`src/rtl/pipe_mux_n.sv`:
```
// pipe_mux_n: NUM_IN:1 word mux into a two-entry skid buffer with a registered in_ready.
// Define PIPE_MUX_SELERR_EN to add a sticky sel_err output and zero the data for out-of-range selects.
module pipe_mux_n #(
    parameter int WIDTH  = 64,
    parameter int NUM_IN = 4,
    parameter int SEL_W  = 2
) (
    input  logic                    clk,
    input  logic                    reset,
    input  logic [NUM_IN*WIDTH-1:0] d_in,
    input  logic [SEL_W-1:0]        sel,
    input  logic                    in_valid,
    output logic                    in_ready,
    output logic [WIDTH-1:0]        out_data,
    output logic                    out_valid,
    input  logic                    out_ready,
    input  logic                    flush
`ifdef PIPE_MUX_SELERR_EN
    ,
    output logic                    sel_err
`endif
);

    logic [WIDTH-1:0] r_main_data, r_skid_data;
    logic             r_main_valid, r_skid_valid, r_in_ready;
    logic [WIDTH-1:0] w_sel_data, w_main_data_nx, w_skid_data_nx;
    logic             w_main_valid_nx, w_skid_valid_nx;
    logic             w_accept, w_drain;

    assign w_accept  = in_valid & r_in_ready;
    assign w_drain   = r_main_valid & out_ready;
    assign in_ready  = r_in_ready;
    assign out_data  = r_main_data;
    assign out_valid = r_main_valid;

    // Out-of-range selects fall through to the default: word 0, or zero with the error option.
    always_comb begin
`ifdef PIPE_MUX_SELERR_EN
        w_sel_data = '0;
`else
        w_sel_data = d_in[WIDTH-1:0];
`endif
        for (int k = 0; k < NUM_IN; k++)
            if (sel == SEL_W'(k)) w_sel_data = d_in[k*WIDTH +: WIDTH];
    end

    always_comb begin
        w_main_data_nx  = r_main_data;
        w_main_valid_nx = r_main_valid;
        w_skid_data_nx  = r_skid_data;
        w_skid_valid_nx = r_skid_valid;
        if (flush) begin
            w_main_valid_nx = 1'b0;
            w_skid_valid_nx = 1'b0;
        end else if (!r_main_valid || w_drain) begin
            w_main_valid_nx = r_skid_valid | w_accept;
            w_main_data_nx  = r_skid_valid ? r_skid_data : (w_accept ? w_sel_data : r_main_data);
            w_skid_valid_nx = 1'b0;
        end else if (w_accept) begin
            w_skid_valid_nx = 1'b1;
            w_skid_data_nx  = w_sel_data;
        end
    end

    // in_ready is registered from the next skid state, so out_ready never reaches it combinationally.
    always_ff @(posedge clk or posedge reset) begin
        if (reset) begin
            r_main_data  <= '0;
            r_main_valid <= 1'b0;
            r_skid_data  <= '0;
            r_skid_valid <= 1'b0;
            r_in_ready   <= 1'b1;
        end else begin
            r_main_data  <= w_main_data_nx;
            r_main_valid <= w_main_valid_nx;
            r_skid_data  <= w_skid_data_nx;
            r_skid_valid <= w_skid_valid_nx;
            r_in_ready   <= ~w_skid_valid_nx;
        end
    end

`ifdef PIPE_MUX_SELERR_EN
    logic r_sel_err;
    logic w_sel_oob;

    assign w_sel_oob = 32'(sel) >= NUM_IN;
    assign sel_err   = r_sel_err;

    always_ff @(posedge clk or posedge reset) begin
        if (reset) r_sel_err <= 1'b0;
        else if (w_accept && !flush && w_sel_oob) r_sel_err <= 1'b1;
    end
`endif

endmodule

```
`config.mk`:
```
export PLATFORM = sky130hd
export DESIGN_NAME = pipe_mux_n
export DESIGN_NICKNAME = d
export VERILOG_FILES = /design/src/rtl/pipe_mux_n.sv
export SDC_FILE = /design/constraint.sdc
export NUM_CORES = 1
export LEC_CHECK = 0
export ABC_AREA = 1
export ABC_CLOCK_PERIOD_IN_PS = 12400
export CAP_MARGIN = 25
export CORE_ASPECT_RATIO = 0.5
export CORE_MARGIN = 2
export CORE_UTILIZATION = 30
export DETAILED_ROUTE_END_ITERATION = 6
export GPL_TIMING_DRIVEN = 1
export PLACE_DENSITY = 0.66
export SETUP_SLACK_MARGIN = 0.05
export SLEW_MARGIN = 5
export SYNTH_ARGS = -nofsm -noshare
export SYNTH_HDL_FRONTEND = slang
export SYNTH_SLANG_ARGS = --single-unit
```
`constraint.sdc`:
```
create_clock -name clk -period 12.4 [get_ports clk]
set_clock_uncertainty 0.1 [all_clocks]
set_input_delay 1.86 -clock clk [delete_from_list [all_inputs] [get_ports clk]]
set_output_delay 1.86 -clock clk [all_outputs]
set_load 0.05 [all_outputs]
```
==> summary.md <==
| Metric | Value |
|---|---|
| Cell area power density | `146.3 nW/um^2` |
| DRC | `0` |
| Antenna violations before repair | `0` |
| CP Max Fanout | `67` |
| Layout cell share with drive strength beyond 1 | `3.749%` |
| CP max-delay cell | `buf_4` |
| Share of the core filled with cells | `45.86%` |
| Final ANT Viol Nets | `0` |
| Total GRT Usage | `20.49%` |
| Root Driver | `clkbuf_16` |
| Worst hold path type | `reg -> reg` |
| Req. time, crit path | `12.67 ns` |
| RePlAce Congestion | `0.8009` |
| Max cap viols | `0` |
| Syn Area/Cell | `6.463 um^2` |
| Tmin final | `4.152 ns` |
| Status | `finished clean` |
| FF-to-FF Start | `r_skid_valid` |
| Dpl hpwl | `19700 um` |
| Final Cycle Share | `33.49%` |
| Leakage | `6.134 nW` |
| Comb power frac | `32.2%` |
| Setup TNS | `0 ns` |
| Kind of critical path | `in -> reg` |
| Crit path from | `sel[1]` |
| Routed WL | `29450 um` |
| Core footprint | `26540 um^2` |
| Depth of the worst register-to-register path | `7` |
| Netlist cell types | `16` |
| Share of the synthesized area in the top cell type | `40.07%` |
| Actual slew at the worst max-slew pin | `0.9718 ns` |
| Maximum clock rate | `240.8 MHz` |
| Initial cell density of the core | `30.59%` |
| Max-slew violations | `0` |
| P&R area growth vs syn | `49.91%` |
| Syn Inst Count | `1256` |
| Ys Warns | `0` |
| Worst-skew pair later-pin latency | `0.43 ns` |
| Final Hold Viols | `0` |
| Ys async rst share | `100.0%` |
| I/O pin cnt | `329` |
| P_sw | `0.6033 mW` |
| DR vias/cell | `4.675` |
| Worst setup EP type | `flop` |
| Clk sinks | `131` |
| HP Start | `out_data[9]` |
| Total CTS buffers | `17` |
| Cts hold-fix bufs | `0` |
| Seq/Total Area, Yosys | `40.40%` |
| Setup repair bufs after CTS | `0` |
| First-pass GRT wire length | `45830 um` |
| Reg clk slew, reported paths | `0.06 ns` |
| Final #Nets | `1797` |
| Die H | `120.3 um` |
| Synth cell count leaders | `nand2_1 (454), nand3_1 (192), nor2_1 (192)` |
| # diodes | `0` |
| CTS tree | `done` |
| Mapped Area | `8118 um^2` |
| Sequential power share | `33.4%` |
| RSZ-0062 raised after global routing | `no` |
| DRT Pass-1 Iters | `5` |
| # setup viols final | `0` |
| Clk network pwr share | `34.4%` |
| Most frequent cell after synthesis | `nand2_1` |
| R2r endpoint | `out_data[52]` |
| WP data arrival | `4.42 ns` |
| Die width | `236.6 um` |
| Placed Area | `11430 um^2` |
| Crit path cell chain | `buf_2 -> buf_4 -> inv_2 -> nand2_2 -> buf_4 -> inv_2 -> buf_4 -> nand2_1 -> nand3_1 -> nand3_1 -> nand2_1 -> nand2_1` |
| H-tree levels | `4` |
| Via count | `8877` |
| Maximum buffer depth of the clock tree | `2` |
| Worst hold slack | `0.3741 ns` |
| Max IR drop VDD | `0.0001160 V` |
| Post_cts resized | `0` |
| Vias in the first global route | `8339` |
| GRT Residual Overflow | `0` |
| Die Footprint | `28470 um^2` |
| Cell accounting for the most synthesized area | `dfrtp_1` |
| Post-synth EDFFs | `0` |
| Buffers on Ports | `328` |
| Fraction of power spent switching nets | `33.88%` |
| Reg-to-reg setup timing slack | `9.62 ns` |
| Worst Setup EP | `out_data[52]` |
| Startpoint types | `input pin` |
| Initial DRC count | `675` |
| Max incr delay on CP | `0.68 ns` |
| Syn nets | `1519` |
| Per-cell routed wire length | `15.51 um` |
| Largest cells by area after synthesis | `dfrtp_1 (40%), nand2_1 (21%), nand3_1 (12%)` |
| Internal power | `1.177 mW` |
| Slew margin rel. | `35.21%` |
| Main synth FF type | `dfrtp_1` |
| FP Rows | `42` |
| Flops & latches, synth | `131` |
| Largest net degree at the start of global routing | `90` |
| Post-route cell area | `12170 um^2` |
==> cell usage in the layout (no fill, tap or decap), types with 2 or more instances in the layout <==
cell and instances:
clkinvlp_4 4, a31oi_1 64, nand2_1 453, nor2_1 192, clkdlybuf4s50_1 327, clkbuf_8 2, inv_1 131, dfrtp_1 130
inv_2 4, nand2_2 2, nand3_1 192, clkbuf_16 17, buf_4 11, bufinv_16 7
==> worst min-delay path by stage <==
stage | end | slack, ns | cells past startpoint
after detailed placement | out_data[9] | 0.36 | 2
after CTS | out_data[9] | 0.38 | 2
after global routing | out_data[55] | 0.39 | 2
after floorplan | r_skid_data[0] | 0.42 | 2
final | out_data[9] | 0.37 | 2
after global placement | out_data[9] | 0.36 | 2
==> metal layers <==
layer	GRT usage [%]	share of wire (%)
met1	26.57	45
met5	0	0
met2	34.78	49
met3	3.333	3.3
met4	7.278	2.7
==> critical path: cells and delay by family <==
family	cells	cell delay [ns]
buffers and inverters	6	1.88
AND/OR/NAND/NOR	6	0.57
==> registers in the layout, summed over array words and instances, names as in the netlist <==
name and count:
in_ready 1, out_data 64, out_valid 1, r_skid_data 64, r_skid_valid 1
==> power groups by stage <==
| stage | logic (mW) | registers [mW] | clock network, mW |
|---|---|---|---|
| global route | 0.618 | 0.610 | 0.643 |
| CTS | 0.576 | 0.595 | 0.625 |
| floorplan | 0.201 | 0.743 | 0 |
| finish | 0.573 | 0.595 | 0.613 |
| global placement | 0.571 | 0.599 | 0 |
| detailed placement | 0.574 | 0.600 | 0 |
==> area by class of cell <==
class                      instances  area [um^2]
clock inverter                    13        254.0
sequential                       131         3279
fill                            2648        14370
clock buffer                      19        452.9
multi-input combinational        907         3832
timing repair buffer             340         3388
inverter                         137        521.8
tap                              352        440.4
==> logic make-up after synthesis <==
kind of cell	count (synthesis)	share of synthesized area, %
buf+inv	218	12.55
compound gates	65	5.040
simple gates	842	42.02
flops	131	40.40
==> per-stage QoR <==
stage,std cells,power (mW),worst slack [ns]
after floorplan,1256,0.9438,6.944
final,1899,1.780,8.248
after global placement,1866,1.171,7.918
after detailed placement,1866,1.174,7.875
after global routing,1899,1.871,8.060
after CTS,1898,1.795,8.315
Note: power is estimated with default switching activity, not from simulation.
